===== config.mk =====
export PLATFORM = sky130hd
export DESIGN_NAME = seg_scan_controller
export DESIGN_NICKNAME = d
export VERILOG_FILES = /design/src/rtl/seg_pkg.sv /design/src/rtl/seg_scan_tick.sv /design/src/rtl/seg_scan_controller.sv
export SDC_FILE = /design/constraint.sdc
export NUM_CORES = 1
export LEC_CHECK = 0
export BUFFER_PORTS_ARGS = -buffer_cell sky130_fd_sc_hd__buf_2
export CAP_MARGIN = 20
export CORE_MARGIN = 3
export CORE_UTILIZATION = 40
export CTS_CLUSTER_DIAMETER = 100
export CTS_CLUSTER_SIZE = 20
export DETAILED_ROUTE_END_ITERATION = 10
export SYNTH_ARGS = -nofsm -noshare
export SYNTH_HDL_FRONTEND = slang
export SYNTH_SLANG_ARGS = --single-unit

===== constraint.sdc =====
create_clock -name clk -period 2.76 [get_ports clk]
set_input_delay 0.276 -clock clk [delete_from_list [all_inputs] [get_ports clk]]
set_output_delay 0.276 -clock clk [all_outputs]
set_load 0.05 [all_outputs]

===== src/rtl/seg_pkg.sv =====
// Shared types and constants for the 7-segment scan controller: FSM states and the
// active-low gfedcba glyph table.
package seg_pkg;

    typedef enum logic [1:0] {
        OFF   = 2'd0,
        BLANK = 2'd1,
        DRIVE = 2'd2
    } seg_state_e;

    localparam logic [6:0] SEG_BLANK = 7'h7F;

    // Index 0 sits in the least-significant slot, so the list reads F down to 0.
    localparam logic [15:0][6:0] GLYPH_TAB = {
        7'h0E, 7'h06, 7'h21, 7'h46, 7'h03, 7'h08, 7'h10, 7'h00,
        7'h78, 7'h02, 7'h12, 7'h19, 7'h30, 7'h24, 7'h79, 7'h40
    };

    function automatic logic [6:0] hex_glyph(input logic [3:0] nib);
        return GLYPH_TAB[nib];
    endfunction

endpackage


===== src/rtl/seg_scan_tick.sv =====
// Slot timer for the digit scan.
// Counts 0..TICK_DIV-1 while running and flags the last blank cycle and the last slot cycle.
module seg_scan_tick #(
    parameter int unsigned TICK_DIV  = 50000,
    parameter int unsigned BLANK_CYC = 2
) (
    input  logic clk,
    input  logic rst_n,
    input  logic run,
    output logic blank_last,
    output logic slot_last
);

    localparam int unsigned CW = $clog2(TICK_DIV);

    logic [CW-1:0] cnt_q, cnt_d;

    assign slot_last = (cnt_q == CW'(TICK_DIV - 1));

    if (BLANK_CYC == 0) begin : g_no_blank
        assign blank_last = 1'b0;
    end else begin : g_blank
        assign blank_last = (cnt_q == CW'(BLANK_CYC - 1));
    end

    always_comb begin
        cnt_d = cnt_q + CW'(1);
        if (!run || slot_last) begin
            cnt_d = '0;
        end
    end

    always_ff @(posedge clk) begin
        if (!rst_n) begin
            cnt_q <= '0;
        end else begin
            cnt_q <= cnt_d;
        end
    end

endmodule


===== src/rtl/seg_scan_controller.sv =====
// Multiplexed 7-segment driver with double-buffered, frame-aligned value updates.
// Optional leading-zero blanking is enabled by defining SEG_LZ_SUPPRESS_EN.
module seg_scan_controller
    import seg_pkg::*;
#(
    parameter int unsigned NUM_DIGITS = 4,
    parameter int unsigned TICK_DIV   = 50000,
    parameter int unsigned BLANK_CYC  = 2
) (
    input  logic                    clk,
    input  logic                    rst_n,
    input  logic                    enable_i,
    input  logic                    upd_valid,
    output logic                    upd_ready,
    input  logic [4*NUM_DIGITS-1:0] value_i,
    input  logic [NUM_DIGITS-1:0]   dp_i,
    output logic [6:0]              seg_o,
    output logic                    dp_o,
    output logic [NUM_DIGITS-1:0]   an_o,
    output logic                    frame_o
);

    localparam int unsigned IW = $clog2(NUM_DIGITS);
    localparam logic [IW-1:0] LAST_IDX = IW'(NUM_DIGITS - 1);

    seg_state_e state_q, state_d;
    logic [IW-1:0] idx_q, idx_d;

    logic [NUM_DIGITS-1:0][3:0] disp_q, stage_q;
    logic [NUM_DIGITS-1:0]      disp_dp_q, stage_dp_q;
    logic                       stage_full_q;

    logic [6:0]            seg_q, seg_d;
    logic                  dp_q, dp_d;
    logic [NUM_DIGITS-1:0] an_q, an_d;
    logic                  frame_q;

    logic run, blank_last, slot_last;
    logic drive, frame_end, accept, commit, suppress;

    assign run = enable_i && (state_q != OFF);

    seg_scan_tick #(
        .TICK_DIV  (TICK_DIV),
        .BLANK_CYC (BLANK_CYC)
    ) u_tick (
        .clk        (clk),
        .rst_n      (rst_n),
        .run        (run),
        .blank_last (blank_last),
        .slot_last  (slot_last)
    );

    always_comb begin
        state_d = state_q;
        unique case (state_q)
            OFF:     state_d = (BLANK_CYC == 0) ? DRIVE : BLANK;
            BLANK:   if (blank_last) state_d = DRIVE;
            DRIVE:   if (slot_last) state_d = (BLANK_CYC == 0) ? DRIVE : BLANK;
            default: state_d = OFF;
        endcase
        if (!enable_i) begin
            state_d = OFF;
        end
    end

    // Gating with enable_i darkens the very next output cycle after a disable.
    assign drive     = enable_i && (state_q == DRIVE);
    assign frame_end = drive && slot_last && (idx_q == LAST_IDX);
    assign accept    = upd_valid && !stage_full_q;
    assign commit    = stage_full_q && ((state_q == OFF) || frame_end);
    assign upd_ready = !stage_full_q;

    always_comb begin
        idx_d = idx_q;
        if (!enable_i) begin
            idx_d = '0;
        end else if (drive && slot_last) begin
            idx_d = (idx_q == LAST_IDX) ? '0 : idx_q + IW'(1);
        end
    end

`ifdef SEG_LZ_SUPPRESS_EN
    logic [IW-1:0] msd;

    always_comb begin
        msd = '0;
        for (int unsigned k = 1; k < NUM_DIGITS; k++) begin
            if (disp_q[k] != 4'h0) msd = IW'(k);
        end
    end

    // Digit 0 can never exceed msd, so it is always shown.
    assign suppress = (idx_q > msd);
`else
    assign suppress = 1'b0;
`endif

    always_comb begin
        seg_d = SEG_BLANK;
        dp_d  = 1'b1;
        an_d  = '1;
        if (drive) begin
            an_d[idx_q] = 1'b0;
            seg_d       = suppress ? SEG_BLANK : hex_glyph(disp_q[idx_q]);
            dp_d        = ~disp_dp_q[idx_q];
        end
    end

    always_ff @(posedge clk) begin
        if (!rst_n) begin
            state_q      <= OFF;
            idx_q        <= '0;
            disp_q       <= '0;
            disp_dp_q    <= '0;
            stage_q      <= '0;
            stage_dp_q   <= '0;
            stage_full_q <= 1'b0;
            seg_q        <= SEG_BLANK;
            dp_q         <= 1'b1;
            an_q         <= '1;
            frame_q      <= 1'b0;
        end else begin
            state_q <= state_d;
            idx_q   <= idx_d;
            seg_q   <= seg_d;
            dp_q    <= dp_d;
            an_q    <= an_d;
            frame_q <= frame_end;
            if (commit) begin
                disp_q       <= stage_q;
                disp_dp_q    <= stage_dp_q;
                stage_full_q <= 1'b0;
            end else if (accept) begin
                stage_q      <= value_i;
                stage_dp_q   <= dp_i;
                stage_full_q <= 1'b1;
            end
        end
    end

    assign seg_o   = seg_q;
    assign dp_o    = dp_q;
    assign an_o    = an_q;
    assign frame_o = frame_q;

endmodule

==> results of run 1 <==
## stage by stage
stage | hold WS (ps) | worst slack, ps | power [mW]
2_1_floorplan | 421 | 830 | 1.32
3_3_place_gp | 454 | 665 | 1.37
5_1_grt | 158 | 380 | 2.52
4_1_cts | 154 | 565 | 2.43
6_report | 171 | 592 | 2.40
3_5_place_dp | 458 | 563 | 1.38
## critical path, delay by kind of cell (launching register included)
family | cells | cell delay (ps)
multiplexers | 2 | 920
flip-flops | 1 | 630
adder cells (fa/ha/maj) | 1 | 280
AO/OA/AOI/OAI | 1 | 130
AND/OR/NAND/NOR | 1 | 60
## cell usage after synthesis, drive strengths merged, types with 12 or more instances
| master | number | area share, % |
|---|---|---|
| nor2 | 23 | 2.4 |
| o21ai | 27 | 3.7 |
| clkbuf | 28 | 2.9 |
| o311ai | 21 | 5.0 |
| ha | 12 | 4.1 |
| a2bb2oi | 20 | 4.8 |
| dfxtp | 74 | 41 |
| and3 | 21 | 3.6 |
| nand2 | 76 | 7.9 |
| a21boi | 20 | 4.1 |
## cell type report
class	count	share of cell area [%]
Multi-Input combinational cell	303	48.6
Sequential cell	74	35.9
Timing Repair Buffer	41	5.22
Clock buffer	10	3.34
Tap cell	108	3.28
Clock inverter	6	2.76
Inverter	10	0.910
## state kept, by name, indices dropped and copies added (netlist names)
register	count
disp_q	16
stage_full_q	1
u_tick.cnt_q	16
dp_o	1
stage_dp_q	4
an_o	4
frame_o	1
stage_q	16
idx_q	2
disp_dp_q	4
state_q	2
seg_o	7
## report_power, final
| group | switching, mW | internal [mW] |
|---|---|---|
| registers | 0.0276 | 1.11 |
| clock network | 0.421 | 0.627 |
| logic | 0.116 | 0.0944 |
| total | 0.564 | 1.84 |
## kinds of logic after synthesis
family | count (synthesis)
simple gates | 166
mux | 10
compound gates | 103
buf+inv | 42
flops | 74
xor+xnor | 12
fa+ha+maj | 12
## final timing paths
path	slack, ps	cells after the start	endpoint	start
setup / recovery	590	5	seg_o[5]$_SDFF_PN1_	idx_q[0]$_SDFFE_PN0P_
setup reg to reg	590	5	seg_o[5]$_SDFF_PN1_	idx_q[0]$_SDFFE_PN0P_
hold reg to reg	470	2	stage_q[3]$_SDFFE_PN0P_	stage_q[3]$_SDFFE_PN0P_
hold / removal	170	3	stage_q[12]$_SDFFE_PN0P_	value_i[12]
## routing by layer
layer | vias to the layer above | track usage (%) | wire, um | part of all wire, %
met1 | 1423 | 24.1 | 4230 | 53
met3 | 9 | 3.10 | 304 | 3.8
met5 | - | 0 | 0 | 0
li1 | 1545 | - | - | -
met2 | 63 | 24.0 | 3320 | 42
met4 | 0 | 5.62 | 105 | 1.3
==> impl_metrics.yaml, run 1 <==
outcome:
  outcome: "complete, no violations"
logic_synthesis:
  synthAdderAreaFrac_pct: 4.11
  synth_xor_area_share_pct: 2.88
  yosysSeqAreaShare_pct: 40.6
  synth_edf_count: 0
  synth-seq-cells: 74
  synth_area_um2: 3650
  synthCells: 419
  ys.flop_type: "dfxtp_1"
  yosysUniqueCellTypes: 49
  yosys_warnings: 0
  synth_fp_nets: 455
  synthSimpleGateAreaFrac_pct: 22.9
  muxShareOfSynthArea_pct: 4.53
  syn_avg_cell_area_um2: 8.71
  synth-compound-area-share_pct: 20.5
  synth_top_family_by_area: "simple AND/OR/NAND/NOR gates"
  postSynth.asyncResetShare_pct: 0
power:
  leakagePower_nw: 1.46
  irDropWorstVdd_v: 0.000379
  p_per_area_nw_per_um2: 582
cts:
  post_cts_resized: 0
  clkSinkCount: 74
  hold_buffers: 0
  cts-root-buf: "clkbuf_8"
  clk_pin_slew_ps: 90
  cts_buffer_depth: 2
  cts_tree: "done"
  post_cts_buffers: 0
  cts_made_buffers: 9
  htree_levels: 3
  clock_latency_ps: 350
sta:
  hold_viol_final: 0
  worst_slew_pin_slew_ps: 730
  min_period_ps: 2170
  final.period_utilization_pct: 78.5
  clock_skew_ps: 18.8
  fmax_ghz: 0.461
  slew_viol_final: 0
  finalSetupViolCount: 0
  fin_tns_setup_ps: 0
  relSlewSlack_pct: 51.3
  rsz0062_at_grt: "false"
route:
  drtIter0Drc: 167
  vias_per_cell: 5.51
  route.detailed.drc: 0
  wl_per_cell_um: 14.4
  dr.pass1.iters: 4
  ant_nets: 0
  routed_wl_um: 7950
  via_count: 3040
place:
  dp.cells: 536
  dp_hpwl_um: 5250
  place_area_um2: 3870
  port-buffer-count: 37
  gp_congestion: 0.816
die:
  die_w_um: 102
  initial_utilization_pct: 41.4
  rows: 34
  fp.coreArea_um2: 8810
  io_pins: 38
  dieArea_um2: 10300
  dieHeight_um: 102
critical_path:
  required_ps: 2930
  crit_path_max_incr_delay_ps: 650
  critPathArrivalTime_ps: 2340
  crit_path_cell_trace: "mux4_2, ha_1, mux2_2, nand2_1, o311ai_0"
  cp-end-kind: "flip-flop"
  path_class: "reg -> reg"
  cp-start-kind: "flip-flop"
  cp_max_fo: 10
  cp_slowest_cell: "mux4_2"
layout:
  layout_common_cells: "nand2_1, dfxtp_1, buf_2, o21ai_0, nor2_1"
  fin_nets: 475
  fill_cells: 871
  syn_to_final_growth_pct: 13.0
  multi_input_area_um2: 2000
  n_antenna_cell: 0
  drive_above_1_share_pct: 17.1
  final_core_util_pct: 46.8
  post_layout_nonfiller_instances: 552
  regArea_um2: 1480
  fin_area_um2: 4120
  layout_commonest_cell: "nand2_1"
worst_hold_path:
  hold_path.class: "in -> reg"
global_routing:
  gr-total-overflow: 0
  grt_pass1_vias: 2867
  antenna_found_initial: 0
  grt_pass1_wl_um: 13800
  grt_max_degree: 66
  grt_usage_pct: 16.4
run:
  drv_cap: 0
Power figures use the tool's default switching activity.
==> inputs of run 2 (changes only) <==
Clock period 2.76 ns to 1.95 ns, I/O delays scaled along.
==> run 2 against run 1 <==
Net effect: sequential power is 41% higher; critical path type unchanged; fmax increased by 19%; via count rose by 1.3%; first-iteration DRC count increased by 25%; final cell count up 2.7%; routed wire length rose by 1.6%; clock power is 25% higher; global-route usage rose by 0.46 points; register-to-register slack worse by 470 ps; die area stayed put.
==> impl_metrics.yaml, run 2 (same netlist as run 1, synthesis figures left out) <==
global_routing:
  grt_max_degree: 63
  grt_pass1_wl_um: 14200
  grt_usage_pct: 16.9
  grt_pass1_vias: 2865
  gr-total-overflow: 0
  antenna_found_initial: 0
critical_path:
  crit_path_max_incr_delay_ps: 590
  cp_max_fo: 6
  cp_slowest_cell: "mux4_2"
  cp-start-kind: "flip-flop"
  cp-end-kind: "flip-flop"
  path_class: "reg -> reg"
  required_ps: 2160
  crit_path_cell_trace: "mux4_2, ha_1, mux2_2, nand2_1, o311ai_0"
  critPathArrivalTime_ps: 2040
cts:
  cts_tree: "done"
  clk_pin_slew_ps: 90
  cts_buffer_depth: 2
  cts-root-buf: "clkbuf_8"
  cts_made_buffers: 9
  clkSinkCount: 74
  clock_latency_ps: 350
  htree_levels: 3
  post_cts_buffers: 0
sta:
  fin_tns_setup_ps: 0
  final.period_utilization_pct: 93.8
  min_period_ps: 1830
  finalSetupViolCount: 0
  relSlewSlack_pct: 59.2
  fmax_ghz: 0.547
  worst_slew_pin_slew_ps: 610
  slew_viol_final: 0
  clock_skew_ps: 15.5
  rsz0062_at_grt: "false"
  hold_viol_final: 0
route:
  route.detailed.drc: 0
  drtIter0Drc: 209
  wl_per_cell_um: 14.3
  dr.pass1.iters: 4
  routed_wl_um: 8080
  ant_nets: 0
  via_count: 3079
  vias_per_cell: 5.43
layout:
  layout_common_cells: "nand2_1, dfxtp_1, buf_2, o21ai_0, nor2_1"
  drive_above_1_share_pct: 20.3
  fin_area_um2: 4240
  syn_to_final_growth_pct: 16.2
  n_antenna_cell: 0
  post_layout_nonfiller_instances: 567
  layout_commonest_cell: "nand2_1"
  fin_nets: 490
  fill_cells: 865
  final_core_util_pct: 48.2
  top_regs: "disp_q: 16 flops, stage_q: 16 flops, u_tick.cnt_q: 16 flops"
die:
  io_pins: 38
  die_w_um: 102
  rows: 34
  initial_utilization_pct: 41.4
  dieArea_um2: 10300
  dieHeight_um: 102
  fp.coreArea_um2: 8810
place:
  gp_congestion: 0.840
  port-buffer-count: 37
  dp.cells: 551
  place_area_um2: 4020
  dp_hpwl_um: 5410
power:
  irDropWorstVdd_v: 0.000375
  p_per_area_nw_per_um2: 764
  leakagePower_nw: 1.54
outcome:
  outcome: "complete, no violations"
run:
  drv_cap: 0
worst_hold_path:
  hold_path.class: "in -> reg"
-- run 2: cell count changes in the layout (fill, tap and decap cells not counted), sizes merged --
cell    delta
buf       +15
clkinv     +2
bufinv     -1
clkbuf     -1
-- run 2: stage by stage --
stage	worst slack, ps	total power, mW	hold WS, ps
6_report	121	3.24	84.9
5_1_grt	7.45	3.39	67.2
4_1_cts	25.5	3.28	67.2
3_5_place_dp	57.5	1.96	453
3_3_place_gp	117	1.96	446
2_1_floorplan	19.7	1.86	340
-- run 2: metal layers --
metal / share of wire [%] / track usage [%]
met5: 0 / 0
met4: 0.45 / 6.44
met3: 4.6 / 3.17
met2: 42 / 23.1
met1: 53 / 25.9
-- run 2: area by class of cell --
type	instances	area, um^2	share of cell area (%)
inverter	10	37.5	0.885
timing repair buffer	56	365	8.61
clock buffer	9	124	2.92
multi-input combinational	303	2000	47.2
clock inverter	7	93.8	2.21
tap	108	135	3.18
sequential	74	1480	34.9
-- run 2: where the power goes --
group          switching (mW)  internal (mW)
clock network           0.591          0.718
logic                   0.170          0.148
registers              0.0354           1.58
total                   0.797           2.44
-- run 2: path summary, 6_finish.rpt --
| path | slack, ps | start | cells after the start | to |
|---|---|---|---|---|
| max | 120 | idx_q[0]$_SDFFE_PN0P_ | 5 | seg_o[5]$_SDFF_PN1_ |
| min | 80 | dp_i[1] | 3 | stage_dp_q[1]$_SDFFE_PN0P_ |
| max reg2reg | 120 | idx_q[0]$_SDFFE_PN0P_ | 5 | seg_o[5]$_SDFF_PN1_ |
| min reg2reg | 460 | stage_q[14]$_SDFFE_PN0P_ | 2 | stage_q[14]$_SDFFE_PN0P_ |
-- run 2: critical path: cells and delay by family, from the launching register on --
kind,cells,cell delay (ps)
multiplexers,2,860
flip-flops,1,370
adder cells (fa/ha/maj),1,290
AO/OA/AOI/OAI,1,120
AND/OR/NAND/NOR,1,60
-- run 2: what timing repair did --
item | CTS | global route
hold buffers | 0 | 0
endpoints found under the setup margin | 0 | 3
resized for setup | 0 | 2
hold endpoints to repair | 0 | 0
==> inputs of run 3 (changes only) <==
Clock period 1.95 ns to 1.6 ns, I/O delays scaled along.
==> run 3 against run 2 <==
Net effect: the run now ends with negative setup slack left; highest routed layer unchanged; sequential share of layout area shrank 5.2 points; total power grew 29%; global-route usage grew 0.91 points; largest power group unchanged.
==> impl_metrics.yaml, run 3 (same netlist as run 1, synthesis figures left out) <==
cts:
  hold_buffers: 0
  cts_buffer_depth: 2
  clkSinkCount: 74
  cts_made_buffers: 9
  htree_levels: 3
  cts_tree: "done"
  clk_pin_slew_ps: 90
  clock_latency_ps: 350
  cts-root-buf: "clkbuf_8"
outcome:
  violations: "negative setup slack"
  outcome: "finished with violations"
power:
  leakagePower_nw: 1.94
  p_per_area_nw_per_um2: 822
  irDropWorstVdd_v: 0.000433
route:
  vias_per_cell: 5.41
  wl_per_cell_um: 15.3
  via_count: 3338
  dr.pass1.iters: 4
  routed_wl_um: 9420
  route.detailed.drc: 0
  ant_nets: 0
  drtIter0Drc: 162
critical_path:
  r2r-start: "idx_q[0]$_SDFFE_PN0P_"
  r2r-end: "seg_o[5]$_SDFF_PN1_"
  required_ps: 1820
  cp-end-kind: "flip-flop"
  rrSetupSlack_ps: -150
  path_class: "reg -> reg"
  critPathArrivalTime_ps: 1970
  cp-start-kind: "flip-flop"
  cp_max_fo: 4
  r2r_cells: 5
global_routing:
  gr-total-overflow: 0
  grt_pass1_vias: 3046
  grt_max_degree: 42
  grt_pass1_wl_um: 14900
  grt_usage_pct: 17.8
  antenna_found_initial: 0
sta:
  fin_tns_setup_ps: -838
  relSlewSlack_pct: 62.8
  slew_viol_final: 0
  worst_slew_pin_slew_ps: 557
  worst_slack_ps: -146
  clock_skew_ps: 13.7
  fmax_ghz: 0.573
  rsz0062_at_grt: "true"
  final.period_utilization_pct: 109
  min_period_ps: 1750
  hold_viol_final: 0
  finalSetupViolCount: 11
place:
  dp_hpwl_um: 5940
  gp_congestion: 0.843
  port-buffer-count: 37
worst_hold_path:
  hp-start: "dp_i[1]"
  min_to: "stage_dp_q[1]$_SDFFE_PN0P_"
  hold_depth: 3
  hold_path.class: "in -> reg"
layout:
  final_core_util_pct: 57.6
  top_regs: "disp_q: 16 flops, stage_q: 16 flops, u_tick.cnt_q: 16 flops"
  fin_nets: 540
  n_antenna_cell: 0
  drive_above_1_share_pct: 39.5
  layout_common_cells: "nand2_1, dfxtp_1, buf_4, buf_2, nor2_1"
  layout_commonest_cell: "nand2_1"
  syn_to_final_growth_pct: 38.9
run:
  drv_cap: 0
die:
  die_w_um: 102
  dieArea_um2: 10300
  dieHeight_um: 102
  io_pins: 38
  fp.coreArea_um2: 8810
  rows: 34
  initial_utilization_pct: 41.4
==> run 3: changes by cell type in the layout (fill, tap and decap cells not counted), sizes merged <==
cell      before  now
buf           56  104
clkbuf         9   11
clkinv         3    1
clkinvlp       2    3
inv           10   11
==> run 3: worst max path at each step <==
stage	start	end	slack, ps	cells after the start
after detailed placement	idx_q[0]$_SDFFE_PN0P_	seg_o[0]$_SDFF_PN1_	-150	5
final	idx_q[0]$_SDFFE_PN0P_	seg_o[5]$_SDFF_PN1_	-150	5
after floorplan	idx_q[0]$_SDFFE_PN0P_	seg_o[5]$_SDFF_PN1_	-180	6
after global placement	idx_q[0]$_SDFFE_PN0P_	seg_o[0]$_SDFF_PN1_	-90	5
after global routing	idx_q[0]$_SDFFE_PN0P_	seg_o[2]$_SDFF_PN1_	-190	6
after CTS	idx_q[0]$_SDFFE_PN0P_	seg_o[5]$_SDFF_PN1_	-120	5
==> run 3: repair_timing <==
action	in CTS	in global routing
buffers inserted	3	4
resized for setup	42	82
setup endpoints to repair	28	31
pin swaps	4	12
gates cloned	1	3
==> run 3: report_power, final <==
part	total [mW]	switching [mW]	internal (mW)	leakage [nW]
Clock	1.66	0.764	0.892	0.106
Sequential	1.96	0.0440	1.91	0.609
Combinational	0.553	0.269	0.284	1.22
==> run 3: area by class of cell <==
type | instances | area [um^2]
clock buffer | 9 | 124
multi-input combinational | 303 | 2310
timing repair buffer | 106 | 842
tap | 108 | 135
inverter | 10 | 43.8
sequential | 74 | 1510
fill | 761 | 3740
clock inverter | 7 | 101
==> run 3: routing by layer <==
| metal | global-route usage, % | part of all wire [%] | vias up |
|---|---|---|---|
| met5 | 0 | 0 | - |
| met4 | 5.83 | 0.86 | 0 |
| met3 | 3.10 | 3.2 | 7 |
| met2 | 26.1 | 46 | 72 |
| met1 | 26.3 | 49 | 1576 |
| li1 | - | - | 1683 |
==> run 3: through the flow <==
step	area, um^2	hold slack, ps	setup slack, ps	power [mW]	std cells
4_1_cts	4720	35.2	-123	4.16	610
3_5_place_dp	4350	417	-150	2.44	590
5_1_grt	5070	39.7	-187	4.36	617
6_report	5070	48.9	-146	4.17	617
2_1_floorplan	3690	305	-179	2.28	419
3_3_place_gp	4350	410	-93.9	2.43	590
==> run 3: worst max-delay path, cell delays in order, from the launching register on <==
cell	delay, ps
dfxtp_4	390
mux4_2	630
ha_4	220
mux2_4	260
nand2_1	50
o311ai_1	80
